==> src/rtl/m1_loader_pkg.sv <==
// m1_loader_pkg: shared types and constants for the M1 stream loader.
// Holds the loader state enum, the default bus widths and small helper
// functions used by the top level and the line packer.
package m1_loader_pkg;

  localparam int ADDR_W         = 16;
  localparam int LINE_W         = 128;
  localparam int BEAT_W         = 32;
  localparam int BEATS_PER_LINE = 4;

  typedef enum logic [1:0] {
    ST_IDLE  = 2'd0,
    ST_FILL  = 2'd1,
    ST_FLUSH = 2'd2,
    ST_RUN   = 2'd3
  } state_t;

  // Line address: base plus line index, wrapping modulo 2^ADDR_W.
  function automatic logic [ADDR_W-1:0] line_addr(input logic [ADDR_W-1:0] base,
                                                  input logic [ADDR_W-1:0] index);
    return base + index;
  endfunction

  // 32-bit wrap-around accumulate used by the beat checksum.
  function automatic logic [31:0] sum32(input logic [31:0] acc,
                                        input logic [31:0] beat);
    return acc + beat;
  endfunction

endpackage

==> src/rtl/line_packer.sv <==
// line_packer: gathers four stream beats into one M1 line.
// Beat n lands in lane n (beat 0 is the least significant lane). Lanes 0..2
// are held in registers; lane 3 is taken straight from the current beat so
// the completed line is available in the same cycle as the beat-3 handshake.
module line_packer #(
  parameter int BEAT_W = 32,
  parameter int LINE_W = 128
) (
  input  logic              clock,
  input  logic              reset,
  input  logic              clear,
  input  logic              beat_take,
  input  logic [BEAT_W-1:0] beat_data,
  output logic              line_complete,
  output logic [LINE_W-1:0] line_data
);
  import m1_loader_pkg::*;

  localparam logic [1:0] LAST_BEAT = 2'(BEATS_PER_LINE - 1);

  logic [1:0]        beat_count;
  logic [BEAT_W-1:0] lane0;
  logic [BEAT_W-1:0] lane1;
  logic [BEAT_W-1:0] lane2;

  assign line_complete = beat_take && (beat_count == LAST_BEAT);
  assign line_data     = {beat_data, lane2, lane1, lane0};

  // Beat counter and lane registers: a clear discards any partial line.
  always_ff @(posedge clock or posedge reset) begin
    if (reset) begin
      beat_count <= 2'd0;
      lane0      <= {BEAT_W{1'b0}};
      lane1      <= {BEAT_W{1'b0}};
      lane2      <= {BEAT_W{1'b0}};
    end else if (clear) begin
      beat_count <= 2'd0;
      lane0      <= {BEAT_W{1'b0}};
      lane1      <= {BEAT_W{1'b0}};
      lane2      <= {BEAT_W{1'b0}};
    end else if (beat_take) begin
      beat_count <= beat_count + 2'd1;
      case (beat_count)
        2'd0:    lane0 <= beat_data;
        2'd1:    lane1 <= beat_data;
        2'd2:    lane2 <= beat_data;
        default: lane2 <= lane2;
      endcase
    end else begin
      beat_count <= beat_count;
    end
  end

endmodule

==> src/rtl/m1_stream_loader.sv <==
// m1_stream_loader: packs a 32-bit valid/ready stream into 128-bit lines,
// writes them into M1 starting at base_addr, then raises start to the core
// until done. Optional feature macro: M1_LOADER_CHECKSUM_EN (running 32-bit
// sum of accepted beats on checksum; tied to zero when undefined).
module m1_stream_loader #(
  parameter int ADDR_W = m1_loader_pkg::ADDR_W,
  parameter int LINE_W = m1_loader_pkg::LINE_W,
  parameter int BEAT_W = m1_loader_pkg::BEAT_W
) (
  input  logic              clock,
  input  logic              reset,
  input  logic              load_req,
  input  logic [ADDR_W-1:0] load_lines,
  input  logic [ADDR_W-1:0] base_addr,
  input  logic              s_valid,
  output logic              s_ready,
  input  logic [BEAT_W-1:0] s_data,
  output logic              M1_WriteEnable,
  output logic [ADDR_W-1:0] M1_WriteAddress,
  output logic [LINE_W-1:0] M1_WriteBus,
  output logic              start,
  input  logic              done,
  output logic              busy,
  output logic [31:0]       checksum
);
  import m1_loader_pkg::*;

  state_t            state;
  state_t            next_state;
  logic [ADDR_W-1:0] lines_q;
  logic [ADDR_W-1:0] base_q;
  logic [ADDR_W-1:0] line_count;
  logic              take;
  logic              load_accept;
  logic              last_line;
  logic              line_complete;
  logic [LINE_W-1:0] line_data;

  // A beat is accepted only while s_ready (high solely in FILL) is asserted.
  assign take        = s_valid && s_ready;
  assign load_accept = (state == ST_IDLE) && load_req;
  assign last_line   = (line_count == (lines_q - ADDR_W'(1)));

  line_packer #(
    .BEAT_W (BEAT_W),
    .LINE_W (LINE_W)
  ) u_packer (
    .clock         (clock),
    .reset         (reset),
    .clear         (load_accept),
    .beat_take     (take),
    .beat_data     (s_data),
    .line_complete (line_complete),
    .line_data     (line_data)
  );

  // State register.
  always_ff @(posedge clock or posedge reset) begin
    if (reset) begin
      state <= ST_IDLE;
    end else begin
      state <= next_state;
    end
  end

  // Next-state logic: a zero-line load goes straight to RUN.
  always_comb begin
    next_state = state;
    case (state)
      ST_IDLE: begin
        if (load_req) begin
          if (load_lines == {ADDR_W{1'b0}}) begin
            next_state = ST_RUN;
          end else begin
            next_state = ST_FILL;
          end
        end else begin
          next_state = ST_IDLE;
        end
      end
      ST_FILL: begin
        if (line_complete && last_line) begin
          next_state = ST_FLUSH;
        end else begin
          next_state = ST_FILL;
        end
      end
      ST_FLUSH: begin
        next_state = ST_RUN;
      end
      ST_RUN: begin
        if (done) begin
          next_state = ST_IDLE;
        end else begin
          next_state = ST_RUN;
        end
      end
      default: begin
        next_state = ST_IDLE;
      end
    endcase
  end

  // Load parameters and line counter, captured when a load is accepted.
  always_ff @(posedge clock or posedge reset) begin
    if (reset) begin
      lines_q    <= {ADDR_W{1'b0}};
      base_q     <= {ADDR_W{1'b0}};
      line_count <= {ADDR_W{1'b0}};
    end else if (load_accept) begin
      lines_q    <= load_lines;
      base_q     <= base_addr;
      line_count <= {ADDR_W{1'b0}};
    end else if (line_complete) begin
      line_count <= line_count + ADDR_W'(1);
    end else begin
      line_count <= line_count;
    end
  end

  // Registered outputs, derived from the upcoming state so they align with it.
  always_ff @(posedge clock or posedge reset) begin
    if (reset) begin
      s_ready         <= 1'b0;
      start           <= 1'b0;
      busy            <= 1'b0;
      M1_WriteEnable  <= 1'b0;
      M1_WriteAddress <= {ADDR_W{1'b0}};
      M1_WriteBus     <= {LINE_W{1'b0}};
    end else begin
      s_ready        <= (next_state == ST_FILL);
      start          <= (next_state == ST_RUN);
      busy           <= (next_state != ST_IDLE);
      M1_WriteEnable <= line_complete;
      if (line_complete) begin
        M1_WriteAddress <= line_addr(base_q, line_count);
        M1_WriteBus     <= line_data;
      end else begin
        M1_WriteAddress <= M1_WriteAddress;
        M1_WriteBus     <= M1_WriteBus;
      end
    end
  end

`ifdef M1_LOADER_CHECKSUM_EN
  logic [31:0] beat_sum;

  // Beat checksum: cleared on an accepted load, held through RUN and IDLE.
  always_ff @(posedge clock or posedge reset) begin
    if (reset) begin
      beat_sum <= 32'd0;
    end else if (load_accept) begin
      beat_sum <= 32'd0;
    end else if (take) begin
      beat_sum <= sum32(beat_sum, 32'(s_data));
    end else begin
      beat_sum <= beat_sum;
    end
  end

  assign checksum = beat_sum;
`else
  assign checksum = 32'd0;
`endif

endmodule

==> config.mk <==
export PLATFORM = sky130hd
export DESIGN_NAME = m1_stream_loader
export DESIGN_NICKNAME = d
export VERILOG_FILES = /design/src/rtl/m1_loader_pkg.sv /design/src/rtl/line_packer.sv /design/src/rtl/m1_stream_loader.sv
export SDC_FILE = /design/constraint.sdc
export NUM_CORES = 1
export LEC_CHECK = 0
export BUFFER_PORTS_ARGS = -buffer_cell sky130_fd_sc_hd__buf_2
export CORE_ASPECT_RATIO = 1.1
export CORE_MARGIN = 5
export CORE_UTILIZATION = 60
export DETAILED_ROUTE_END_ITERATION = 10
export PLACE_DENSITY_LB_ADDON = 0.12
export SYNTH_ARGS = -nofsm -noshare
export SYNTH_HDL_FRONTEND = slang
export SYNTH_HIERARCHICAL = 1
export SYNTH_SLANG_ARGS = --single-unit
==> constraint.sdc <==
create_clock -name clock -period 14.4 [get_ports clock]
set_clock_uncertainty 0.2 [all_clocks]
set_input_delay 0.72 -clock clock [delete_from_list [all_inputs] [get_ports clock]]
set_output_delay 0.72 -clock clock [all_outputs]
set_load 0.05 [all_outputs]
# [After elaboration in Yosys (flattened, before gate mapping)]
# Cells that the tools add are included.
[totals] in_bits=69 out_inout_bits=180 register_bits=296 word_cells=61
[classes] n_reduce_logical=16 n_mux=18 addsub=4 n_eq_ne=9
[op_table] operator="2-to-1 mux 32 bit" count=9
[op_table] operator="2-to-1 mux 16 bit" count=2
[op_table] operator="adder 16 x 1 -> 16 bit, second input constant" count=1
[op_table] operator="adder 16 bit" count=1
[op_table] operator="== test 16 bit" count=1
[op_table] operator="zero test 16 bit" count=1
[op_table] operator="subtractor 16 x 1 -> 16 bit, second input constant" count=1
[op_table] operator="2-to-1 mux 2 bit" count=6
[op_table] operator="nonzero test 2 bit" count=6
[op_table] operator="== test 2 bit, second input constant" count=5
[op_table] operator="case mux 2 bit (4 select lines)" count=1
[op_table] operator="== test 2 x 1 -> 1 bit, second input constant" count=3
[op_table] operator="AND reduction 2 bit" count=3
[op_table] operator="logical AND 1 bit" count=4
[op_table] operator="zero test 2 bit" count=2
[op_table] operator="adder 2 x 1 -> 2 bit, second input constant" count=1

# [Depth between registers and ports, before layout]
# Gate-level depths: netlist of the first run.
[logic_depth] word_depth=6 ltp_mapped=10 depth_no_buf=9

# [Cells and area by module]
# The synthesis of the first run kept the hierarchy.
[by_module_without_submodules] module="m1_stream_loader" cells_per_inst=715 area_per_inst_um2=9012.4 n_inst=1 seq_area_each_um2=4954.8
[by_module_without_submodules] module="line_packer" cells_per_inst=395 area_per_inst_um2=4714.5 n_inst=1 seq_area_each_um2=2452.4

# [Worst setup path after synthesis of the first run]
# OpenSTA, ideal clock, no wires.
[synth_timing] path_type="input -> register" start="in load_req" end="reg u_packer.lane1[23]" n_path_buf=5 path_stages=9 setup_time_ps=138 slack_ps=11467 required_ps=14062 arrival_time_ps=2594 path_cell_list="nor2b_1 nor2b_1 clkbuf_1 clkbuf_1 buf_1 buf_2 clkbuf_1 nand2b_1 mux2i_1"
[synth_via] elab_chain_len=3 elab_cells_between_ends=5 cone_classes="mux (1); reduce/logical (4)"
[synth_rtl] element="start: declaration" line="m1_stream_loader.sv:12" text="input logic load_req,"
[synth_rtl] element="logical AND 1 bit (*)" line="m1_stream_loader.sv:41" text="assign load_accept = (state == ST_IDLE) && load_req;"
[synth_rtl] element="via load_accept" line="m1_stream_loader.sv:34" text="logic load_accept;"
[synth_rtl] element="nonzero test 2 bit (no source line)"
[synth_rtl] element="AND reduction 2 bit (no source line)"
[synth_rtl] element="end signal: assignment" line="line_packer.sv:34" text="lane1 <= {BEAT_W{1'b0}};"
[synth_rtl] element="end signal: assignment" line="line_packer.sv:39" text="lane1 <= {BEAT_W{1'b0}};"
[synth_rtl] element="end signal: assignment" line="line_packer.sv:45" text="2'd1: lane1 <= beat_data;"
[synth_rtl] element="end: declaration" line="line_packer.sv:23" text="logic [BEAT_W-1:0] lane1;"
# The timed path passes the listed nets; every way through them passes the cells marked *.
# A chain may end at the register's enable or synchronous reset.

# [Worst setup path after layout of the first run]
[layout_timing] start="reg s_ready" end="reg M1_WriteAddress[8]"
[layout_via] elab_chain_len=2
[layout_rtl] element="start: declaration" line="m1_stream_loader.sv:16" text="output logic s_ready,"
[layout_rtl] element="start signal: assignment" line="m1_stream_loader.sv:131" text="s_ready <= (next_state == ST_FILL);"
[layout_rtl] element="logical AND 1 bit" line="m1_stream_loader.sv:40" text="assign take = s_valid && s_ready;"
[layout_rtl] element="via take" line="m1_stream_loader.sv:33" text="logic take;"
[layout_rtl] element="logical AND 1 bit" line="line_packer.sv:26" text="assign line_complete = beat_take && (beat_count == LAST_BEAT);"
[layout_rtl] element="via line_complete" line="m1_stream_loader.sv:36" text="logic line_complete;"
[layout_rtl] element="end signal: assignment" line="m1_stream_loader.sv:128" text="M1_WriteAddress <= {ADDR_W{1'b0}};"
[layout_rtl] element="end signal: assignment" line="m1_stream_loader.sv:136" text="M1_WriteAddress <= line_addr(base_q, line_count);"
[layout_rtl] element="end signal: assignment" line="m1_stream_loader.sv:139" text="M1_WriteAddress <= M1_WriteAddress;"
[layout_rtl] element="end: declaration" line="m1_stream_loader.sv:19" text="output logic [ADDR_W-1:0] M1_WriteAddress,"
# The timed path passes the listed nets, and every way through them passes these cells.

==> metrics.sh, run 1 <==
RUN_STATUS='finished clean'
CORE.ROWCOUNT=58
SYN_INST=1110
FINAL_CORE_UTILIZATION_PCT=68.9
SYNTHMOSTINSTANTIATEDCELL='dfrtp_1'
COUNT_OF_BUFFERS_INSERTED_AT_THE_TOP_LEVEL_PORTS=216
VIA_COUNT_OF_THE_FIRST_GLOBAL_ROUTING_PASS=9103
GP_CONGESTION=0.800
POWERDENSITY_nW_PER_UM2=248
STARTING_DRC_COUNT_IN_DETAILED_ROUTING=393
COUNT_OF_BOUNDARY_I_O_PINS=249
MIN-DELAY-PATH-CLASS='input pin to async pin'
TIMING.CRITICAL_PATH.FROM_TYPE='flip-flop'
PLACE.DETAILED.HPWL_UM=19500
POST_CTS_RESIZE_COUNT=0
SYN-MEAN-INSTANCE-AREA_UM2=12.4
USE_MET3_PCT=3.71
REPORT.FINAL.SETUP_VIOL=0
TIMING.HOLD.WS_NS=0.0936
CRITPATHCAPTURETYPE='flip-flop'
TIGHTESTPINTRANSITION_NS=1.00
AREA.GROWTH.SYNTH_TO_FINAL_PCT=14.1
SYNTH-SEQ-AREA-SHARE_PCT=54.0
TOTAL_LEAKAGE_POWER_nW=7.66
CTS-HOLD-FIX-BUFFERS=0
POST_CTS.REPAIR.SETUP_BUFFERS=0
TRITONCTS_NUM_SINKS=296
CLK-INSERTION-DELAY-LATE_NS=0.55
MOST_AREA_HUNGRY_CELL_TYPE_IN_THE_YOSYS_NETLIST='dfrtp_1'
GRTUSAGEMET2_PCT=38.7
MAX-SLEW-MARGIN-REL_PCT=33.0
RSZ_0062_RAISED_AFTER_GLOBAL_ROUTING='false'
REPORT.FINAL.SLEW_VIOL_COUNT=0
CORE-AREA_UM2=22700
MIN_PERIOD_NS=3.62
CRITICAL_PATH.MAX_FANOUT=76
CTS.CLK_SLEW.WORST_PATHS_NS=0.06
NUM-FILL-CELLS=1721
FMAX_MHz=276
LAYOUT.NETS=1369
DETAIL_ROUTE.WIRELENGTH_UM=29400
ROUTING_LAYER_WITH_THE_TOP_USAGE_IN_GLOBAL_ROUTE='met2'
MAX-CLOCK-PATH-BUFFERS=3
NUMBER_OF_ANTENNA_VIOLATIONS_AT_THE_FIRST_CHECK_IN_GLOBAL_ROUTING=1
H_TREE_DEPTH=1
CRITPATHREQUIREDTIME_NS=14.68
SYNTHTOPCELLSBYAREA='dfrtp_1 (54%), mux2_2 (13%), mux2i_1 (7.3%), nand2b_1 (6.0%), buf_4 (3.6%)'
CLOCK_BUFFERS_CREATED_BY_TRITONCTS=30
INITIAL_UTILIZATION_PCT=60.4
CRIT_ARRIVAL_NS=3.89
FP.DIEAREA_UM2=26000
SYNTH-WARNING-COUNT=6
SYNTH-SEQ-CELLS=296
SYNTHDISTINCTLIBCELLS=54
COUNT_OF_FLIP_FLOPS_WITH_A_BUILT_IN_ENABLE_AFTER_SYNTHESIS=0
ASYNCSETRESETFLOPFRACSYNTH_PCT=100
CLOCKROOTBUFFER='clkbuf_16'
DIE_X_UM=154
RANKING_OF_SYNTHESIZED_CELLS_BY_INSTANCE_COUNT='dfrtp_1 (296), mux2_2 (160), nand2b_1 (131), mux2i_1 (100), buf_4 (66)'
SYNTH.CELL_AREA_UM2=13700
TIMING.FINAL.HOLD_VIOLATIONS=0
DR_TOTAL_VIAS=8716
POST_ROUTE_DRC_VIOLATION_COUNT=0
GROUTE.USAGE.OVERALL_PCT=22.3
SYNTH-MAIN-FF-CELL='dfrtp_1'
MET1_USAGE_PCT=30.1
FLOORPLAN.DIE.HEIGHT_UM=169
MAX_CAP_VIOL_COUNT=0
GRT_START_MAX_NET_PINS=125
GRT_PASS1_WL_UM=47900
SYNTH.TOP_CELL.AREA_SHARE_PCT=54.0
PERIOD_SHARE_PCT=25.1
TRITONCTS='yes'
FINAL_LAYOUT_SIZE_SUFFIX_GT1_SHARE_PCT=34.2
VIA_PER_INSTANCE_RATIO=5.44
DETAILED_ROUTER_ITERATION_COUNT_BEFORE_ANTENNA_REPAIR=4
POST_DRT_WL_PER_CELL_UM=18.3
GLOBAL_ROUTE.OVERFLOW_TOTAL=0
ANT_NETS=0
MAX-VDD-IR-DROP_V=0.000149
ANTENNADIODECOUNT=0
PATH_CLASS='flip-flop to flip-flop'
TNS_NS=0
[kinds of logic after synthesis]
group / count (synthesis) / synth area share [%]
AO/OA/AOI/OAI: 94 / 4.37
XOR/XNOR: 39 / 2.49
adder cells (fa/ha/maj): 22 / 2.06
buffers and inverters: 138 / 5.92
flip-flops: 296 / 54.0
multiplexers: 260 / 20.4
other: 1 / 0.0273
AND/OR/NAND/NOR: 260 / 10.8
[flip-flops by register name, summed over array words and instances (netlist names)]
| signal | count |
|---|---|
| M1_WriteBus | 128 |
| u_packer/lane0 | 32 |
| u_packer/lane1 | 32 |
| u_packer/lane2 | 32 |
| M1_WriteAddress | 16 |
| base_q | 16 |
| line_count | 16 |
| lines_q | 16 |
| state | 2 |
| u_packer/beat_count | 2 |
| M1_WriteEnable | 1 |
| busy | 1 |
| s_ready | 1 |
| start | 1 |
[worst paths after layout]
| path | from | endpoint | slack [ns] | cells past startpoint |
|---|---|---|---|---|
| min | reset | u_packer/lane2[7] | 0.09 | 2 |
| max in group asynchronous | reset | M1_WriteBus[66] | 12.32 | 3 |
| max | s_ready | M1_WriteAddress[8] | 10.78 | 7 |
| max reg2reg | s_ready | M1_WriteAddress[8] | 10.78 | 7 |
| min in group clock | load_lines[5] | lines_q[5] | 0.21 | 3 |
| min reg2reg | M1_WriteAddress[5] | M1_WriteAddress[5] | 0.30 | 1 |
[metrics by stage]
stage	instance area (um2)	total power [mW]	setup slack (ns)	instances
detailed placement	14600	3.12	10.29	1546
global placement	14600	3.07	10.29	1546
global route	15700	4.09	10.55	1602
CTS	15700	3.93	10.76	1602
finish	15700	3.89	10.78	1602
floorplan	13800	2.72	8.08	1141
[metal layers]
metal  routed length [um]  vias to the layer above
met5                   13                        -
met4                  442                        2
met3                 1590                       44
met2                15000                      205
met1                12300                     4403
li1                     -                     4062
[power breakdown]
group | internal, mW | leakage, nW | switching [mW]
Combinational | 0.525 | 3.59 | 1.16
Sequential | 1.20 | 3.57 | 0.216
Clock | 0.472 | 0.502 | 0.319
[area by class of cell]
class | count | area [um2] | area share (%)
repair buffers | 223 | 1130 | 7.24
inverters | 20 | 85.1 | 0.543
multi-input cells | 707 | 5630 | 36.0
clock inverters | 15 | 158 | 1.01
well taps | 300 | 375 | 2.40
flip-flops and latches | 296 | 7410 | 47.3
clock buffers | 41 | 863 | 5.51
[worst max-delay path, stage by stage (launching register included)]
cell,delay (ns)
dfrtp_1,0.33
and2_1,0.34
and2_4,0.39
buf_4,0.67
buf_4,0.90
nand2_1,0.14
or4_1,0.43
nand3_1,0.09
[placed cells by master, fill, tap and decap left out, types with 9 or more instances in the layout]
master	n
nand2b_1	131
nor2_1	34
o21ai_0	23
ha_1	21
clkbuf_16	31
mux2_2	160
dfrtp_1	296
nor3_1	9
nand2_1	26
inv_1	18
xor2_1	23
xnor2_1	16
conb_1	32
nand3_1	11
a21oi_1	24
buf_2	216
mux2i_1	100
clkinv_2	9
Power figures use the tool's default switching activity.
==> inputs of run 2 (changes only) <==
Settings changed: CORE_UTILIZATION 60 to 51.
Clock period 14.4 ns to 3.17 ns, I/O delays scaled along.
==> run 2 against run 1 <==
- cell count rose by 8.8%
- flip-flop and latch count did not move
- count of clock-buffer cells in the layout rose by 1
- critical path type unchanged
- wire length rose by 4.2%
- clock power rose to 4.7 times the previous value
- highest routed layer is now met4
- register-to-register slack got worse by 10 ns
- die area rose by 17%
==> metrics.sh, run 2 (same netlist as run 1, synthesis figures left out) <==
DPL.CELL_COUNT=1618
TIMING.HOLD.WS_NS=0.0281
GRT_START_MAX_NET_PINS=76
FAMILY_WITH_THE_MOST_DELAY_ON_THE_WORST_PATH='compound AO/OA/AOI/OAI gates'
RSZ_0062_RAISED_AFTER_GLOBAL_ROUTING='false'
FINAL_COMMON_CELL='dfrtp_1'
LONGEST_INDIVIDUAL_STAGE_DELAY_ON_THE_WORST_PATH_NS=0.47
MAX-CLOCK-PATH-BUFFERS=3
WORST_HOLD_STARTPOINT='s_valid'
CRIT_PATH_START='line_count[0]'
H_TREE_DEPTH=1
MIN-DELAY-PATH-CLASS='input pin to flip-flop'
POSTPLACECELLAREA_UM2=14900
POST_DRT_WL_PER_CELL_UM=17.5
MAX_CAP_VIOL_COUNT=0
POST_ROUTE_DRC_VIOLATION_COUNT=0
AREA.GROWTH.SYNTH_TO_FINAL_PCT=21.3
TIMING.FINAL.WS_SETUP_NS=0.426
CP_NUM_BUF_INV=1
GRT_PASS1_WL_UM=50600
TIMING.FINAL.HOLD_VIOLATIONS=0
CRITPATHCAPTURETYPE='flip-flop'
TIMING.REG2REG.WORST_PATH_DEPTH=9
FLOORPLAN.DIE.HEIGHT_UM=182
DR_TOTAL_VIAS=8930
COUNT_OF_BUFFERS_INSERTED_AT_THE_TOP_LEVEL_PORTS=216
CTS-HOLD-FIX-BUFFERS=68
TOTAL_LEAKAGE_POWER_nW=8.06
POSTLAYOUTCELLAREA_UM2=16700
GP_CONGESTION=0.840
CTS.CLK_SLEW.WORST_PATHS_NS=0.06
ANT_NETS=0
CRIT_ARRIVAL_NS=2.97
CRITPATHREQUIREDTIME_NS=3.39
CORE.ROWCOUNT=63
CHAIN_OF_CELLS_FORMING_THE_CRITICAL_PATH='ha_1, inv_1, fa_1, nor2b_1, o31a_1, o31ai_1, a31oi_1, nand2_1, o311ai_0'
DETAILED_ROUTER_ITERATION_COUNT_BEFORE_ANTENNA_REPAIR=4
FINAL_LAYOUT_SIZE_SUFFIX_GT1_SHARE_PCT=33.2
CORE-AREA_UM2=26700
MIN_PATH_CELLS=4
CLOCKROOTBUFFER='clkbuf_16'
TRITONCTS_NUM_SINKS=296
TNS_NS=0
MAX-SLEW-MARGIN-REL_PCT=36.6
GLOBAL_ROUTE.OVERFLOW_TOTAL=0
DIE_X_UM=166
POST_CTS.REPAIR.SETUP_BUFFERS=0
FP.DIEAREA_UM2=30300
CLK-INSERTION-DELAY-LATE_NS=0.54
TOP_REGISTER='M1_WriteBus'
TRITONCTS='yes'
WORST-PATH-STAGES=9
INITIAL_UTILIZATION_PCT=51.4
REPORT.FINAL.SLEW_VIOL_COUNT=0
MAX-VDD-IR-DROP_V=0.000579
WORST_SLACK_PLACED_NS=0.371
FINAL_CELL_MIX='dfrtp_1 (296), buf_2 (216), mux2_2 (160), nand2b_1 (131), mux2i_1 (100)'
PATH_CLASS='flip-flop to flip-flop'
REG2REG_FROM='line_count[0]'
LAYOUT.CELLS.NON_FILLER=1743
POST_CTS_RESIZE_COUNT=0
VIA_COUNT_OF_THE_FIRST_GLOBAL_ROUTING_PASS=9444
CLOCK_BUFFERS_CREATED_BY_TRITONCTS=31
REPORT.FINAL.SETUP_VIOL=0
PLACE.DETAILED.HPWL_UM=21000
CRITICAL_PATH.MAX_FANOUT=5
TIGHTESTPINTRANSITION_NS=0.947
LARGEST_REGISTER_FF_COUNT=128
NUMBER_OF_ANTENNA_VIOLATIONS_AT_THE_FIRST_CHECK_IN_GLOBAL_ROUTING=1
DETAIL_ROUTE.WIRELENGTH_UM=30600
STARTING_DRC_COUNT_IN_DETAILED_ROUTING=395
RUN_STATUS='finished clean'
PERIOD_SHARE_PCT=86.6
VIA_PER_INSTANCE_RATIO=5.12
FMAX_MHz=364
MIN_PERIOD_NS=2.74
TIMING.CRITICAL_PATH.FROM_TYPE='flip-flop'
CRITICAL-PATH-SLOWEST-CELL='dfrtp_1'
FINAL_CORE_UTILIZATION_PCT=62.3
COUNT_OF_BOUNDARY_I_O_PINS=249
FINALPOWER_mW=17.8
GROUTE.USAGE.OVERALL_PCT=20.1
LAYOUT.NETS=1453
POWERDENSITY_nW_PER_UM2=1070
run 2: path summary, 6_finish.rpt:
kind                                          end  slack [ns]
min                        u_packer/beat_count[0]        0.03
max                           M1_WriteAddress[12]        0.43
min in group asynchronous      u_packer/lane1[19]        0.12
min reg2reg                    M1_WriteAddress[6]        0.27
max reg2reg                   M1_WriteAddress[12]        0.43
max in group asynchronous         M1_WriteBus[51]        1.81
run 2: layout make-up:
| class | count | area [um2] |
|---|---|---|
| diodes | 2 | 5.00 |
| clock buffers | 42 | 877 |
| clock inverters | 13 | 174 |
| fillers | 2184 | 10100 |
| inverters | 20 | 81.3 |
| multi-input cells | 707 | 5630 |
| flip-flops and latches | 296 | 7410 |
| well taps | 357 | 447 |
| repair buffers | 306 | 2030 |
run 2: layer usage:
metal / routed length [um] / global-route usage [%] / share of wire (%)
met5: 0 / 0 / 0
met4: 560 / 4.32 / 1.8
met3: 1440 / 3.29 / 4.7
met2: 15500 / 35.3 / 51
met1: 13100 / 26.5 / 43
run 2: power breakdown:
group | leakage, nW | total [mW] | switching (mW) | internal, mW
logic | 3.97 | 7.74 | 5.26 | 2.48
clock network | 0.516 | 3.70 | 1.45 | 2.25
registers | 3.57 | 6.40 | 0.949 | 5.45
total | 8.06 | 17.8 | 7.66 | 10.2
run 2: worst register-to-register path, stage by stage, from the launching register on:
cell and delay [ns]:
dfrtp_1 0.47, ha_1 0.24, inv_1 0.06, fa_1 0.41
nor2b_1 0.16, o31a_1 0.20, o31ai_1 0.11, a31oi_1 0.40
nand2_1 0.09, o311ai_0 0.29
==> inputs of run 3 (changes only) <==
--- a/config.mk
+++ b/config.mk
@@ -12,4 +12,5 @@
 export DETAILED_ROUTE_END_ITERATION = 10
 export PLACE_DENSITY_LB_ADDON = 0.12
+export SLEW_MARGIN = 20
 export SYNTH_ARGS = -nofsm -noshare
 export SYNTH_HDL_FRONTEND = slang
==> constraint.sdc (replaced) <==
create_clock -name clock -period 3.17 [get_ports clock]
set_clock_uncertainty 0.2 [all_clocks]
set_input_delay 0.4755 -clock clock [delete_from_list [all_inputs] [get_ports clock]]
set_output_delay 0.4755 -clock clock [all_outputs]
set_load 0.05 [all_outputs]
==> run 3 against run 2 <==
- fmax down 1.1%
- cell count shrank 1.2%
- non-clock buffer count down 13
- via count down 0.40%
- worst setup slack got worse by 0.030 ns
- sequential power is essentially flat
- utilization decreased by 0.74 points
- critical path depth is 1 lower
- cell area is 1.2% lower
- combinational power is essentially flat
- register-to-register slack worse by 0.03 ns
==> metrics.sh, run 3 (same netlist as run 1, synthesis figures left out) <==
POSTLAYOUTCELLAREA_UM2=16500
CRITPATHREQUIREDTIME_NS=3.45
DETAILED_ROUTER_ITERATION_COUNT_BEFORE_ANTENNA_REPAIR=4
LAYOUT.NETS=1439
MAX-VDD-IR-DROP_V=0.000755
DIE_X_UM=166
POSTPLACECELLAREA_UM2=14900
CTS-HOLD-FIX-BUFFERS=59
COUNT_OF_BUFFERS_INSERTED_AT_THE_TOP_LEVEL_PORTS=216
GROUTE.USAGE.OVERALL_PCT=19.9
RUN_STATUS='finished clean'
CTS.CLK_SLEW.WORST_PATHS_NS=0.06
FINAL_LAYOUT_SIZE_SUFFIX_GT1_SHARE_PCT=32.8
CLOCKROOTBUFFER='clkbuf_16'
FINAL_CELL_MIX='dfrtp_1 (296), buf_2 (216), mux2_2 (160), nand2b_1 (131), mux2i_1 (100)'
MAX-SLEW-MARGIN-REL_PCT=38.3
TIGHTESTPINTRANSITION_NS=0.924
POST_DRT_WL_PER_CELL_UM=17.6
VIA_COUNT_OF_THE_FIRST_GLOBAL_ROUTING_PASS=9249
CLOCK_BUFFERS_CREATED_BY_TRITONCTS=30
MIN_PERIOD_NS=2.77
TOTAL_LEAKAGE_POWER_nW=7.96
PERIOD_SHARE_PCT=87.5
FINAL_COMMON_CELL='dfrtp_1'
TIMING.FINAL.HOLD_VIOLATIONS=0
CHAIN_OF_CELLS_FORMING_THE_CRITICAL_PATH='inv_1, ha_1, or4b_1, or3_1, a21oi_1, o211ai_1, nor4_2, nand2b_1'
STARTING_DRC_COUNT_IN_DETAILED_ROUTING=565
GP_CONGESTION=0.817
GLOBAL_ROUTE.OVERFLOW_TOTAL=0
POST_CTS.REPAIR.SETUP_BUFFERS=0
WORST-R2R-SETUP-SLACK_NS=0.40
VIA_PER_INSTANCE_RATIO=5.16
POWERDENSITY_nW_PER_UM2=1070
DR_TOTAL_VIAS=8894
DPL.CELL_COUNT=1614
FLOORPLAN.DIE.HEIGHT_UM=182
FP.DIEAREA_UM2=30300
TRITONCTS_NUM_SINKS=296
CORE.ROWCOUNT=63
MIN-DELAY-PATH-CLASS='input pin to flip-flop'
CRITICAL_PATH.MAX_FANOUT=7
FAMILY_WITH_THE_MOST_DELAY_ON_THE_WORST_PATH='simple AND/OR/NAND/NOR gates'
CRITICAL-PATH-SLOWEST-CELL='or4b_1'
LARGEST_REGISTER_FF_COUNT=128
CRIT_ARRIVAL_NS=3.05
PLACE.DETAILED.HPWL_UM=20500
MAX_CAP_VIOL_COUNT=0
PATH_CLASS='flip-flop to flip-flop'
CLK-INSERTION-DELAY-LATE_NS=0.54
POST_ROUTE_DRC_VIOLATION_COUNT=0
INITIAL_UTILIZATION_PCT=51.4
POST_CTS_RESIZE_COUNT=0
DETAIL_ROUTE.WIRELENGTH_UM=30300
FMAX_MHz=361
ANT_NETS=0
CRITPATHCAPTURETYPE='flip-flop'
REPORT.FINAL.SLEW_VIOL_COUNT=0
REPORT.FINAL.SETUP_VIOL=0
MAX-CLOCK-PATH-BUFFERS=3
GRT_START_MAX_NET_PINS=149
LONGEST_INDIVIDUAL_STAGE_DELAY_ON_THE_WORST_PATH_NS=0.57
TIMING.CRITICAL_PATH.FROM_TYPE='flip-flop'
RSZ_0062_RAISED_AFTER_GLOBAL_ROUTING='false'
NUM-FILL-CELLS=2164
AREA.GROWTH.SYNTH_TO_FINAL_PCT=19.9
CORE-AREA_UM2=26700
CP_NUM_BUF_INV=1
TRITONCTS='yes'
GRT_PASS1_WL_UM=50300
ANTENNADIODECOUNT=0
NUMBER_OF_ANTENNA_VIOLATIONS_AT_THE_FIRST_CHECK_IN_GLOBAL_ROUTING=0
H_TREE_DEPTH=1
COUNT_OF_BOUNDARY_I_O_PINS=249
TOP_REGISTER='M1_WriteBus'
LAYOUT.CELLS.NON_FILLER=1722
[run 3: cell types whose count changed in the layout (fill, tap and decap cells not counted)]
| cell | previous run | this run |
|---|---|---|
| clkinv_4 | 0 | 1 |
| dlygate4sd3_1 | 68 | 59 |
| inv_6 | 1 | 0 |
| inv_4 | 1 | 0 |
| clkbuf_1 | 5 | 6 |
| bufinv_16 | 4 | 2 |
| clkinv_2 | 6 | 3 |
| buf_4 | 14 | 9 |
| buf_12 | 8 | 9 |
| diode_2 | 2 | 0 |
| clkinvlp_4 | 3 | 2 |
[run 3: final timing paths]
path / cells after the start / endpoint / from
worst max register to register: 8 / state[1] / lines_q[0]
worst max-delay path: 8 / state[1] / lines_q[0]
worst min register to register: 1 / M1_WriteAddress[5] / M1_WriteAddress[5]
min in group asynchronous: 4 / u_packer/lane1[30] / reset
worst min-delay path: 3 / lines_q[1] / load_lines[1]
max in group asynchronous: 4 / M1_WriteBus[108] / reset
[run 3: area by class of cell]
type | count | area, um2 | share of cell area (%)
Sequential cell | 296 | 7410 | 45.0
Multi-Input combinational cell | 707 | 5630 | 34.2
Timing Repair Buffer | 293 | 1920 | 11.7
Clock buffer | 43 | 881 | 5.35
Tap cell | 357 | 447 | 2.71
Clock inverter | 6 | 83.8 | 0.509
Inverter | 20 | 82.6 | 0.502
[run 3: routing by layer]
| metal | part of all wire (%) | vias to the layer above | global-route usage, % |
|---|---|---|---|
| li1 | - | 4203 | - |
| met1 | 44 | 4470 | 26.8 |
| met2 | 50 | 180 | 34.4 |
| met3 | 4.1 | 41 | 3.03 |
| met4 | 1.9 | 0 | 4.45 |
| met5 | 0 | - | 0 |
[run 3: where the power goes]
| group | total (mW) | switching [mW] | internal, mW |
|---|---|---|---|
| clock | 3.45 | 1.39 | 2.07 |
| combinational | 7.74 | 5.27 | 2.47 |
| sequential | 6.40 | 0.950 | 5.45 |
[run 3: worst reg2reg max path, cell delays in order (launching register included)]
cell and delay (ns):
dfrtp_1 0.43, inv_1 0.09, ha_1 0.26, or4b_1 0.57, or3_1 0.40, a21oi_1 0.16, o211ai_1 0.15, nor4_2 0.31
nand2b_1 0.15
[run 3: per-stage QoR]
stage	TNS, ns	hold WS, ns	total power [mW]	setup WS (ns)	util [%]
2_1_floorplan	-13.04	0.281	12.4	-0.0659	-
3_3_place_gp	0	0.260	14.0	0.495	55.8
3_5_place_dp	0	0.264	14.2	0.421	55.8
4_1_cts	0	0.000962	17.8	0.409	61.6
5_1_grt	0	0.0137	18.6	0.196	61.6
6_report	0	0.0239	17.6	0.397	61.6
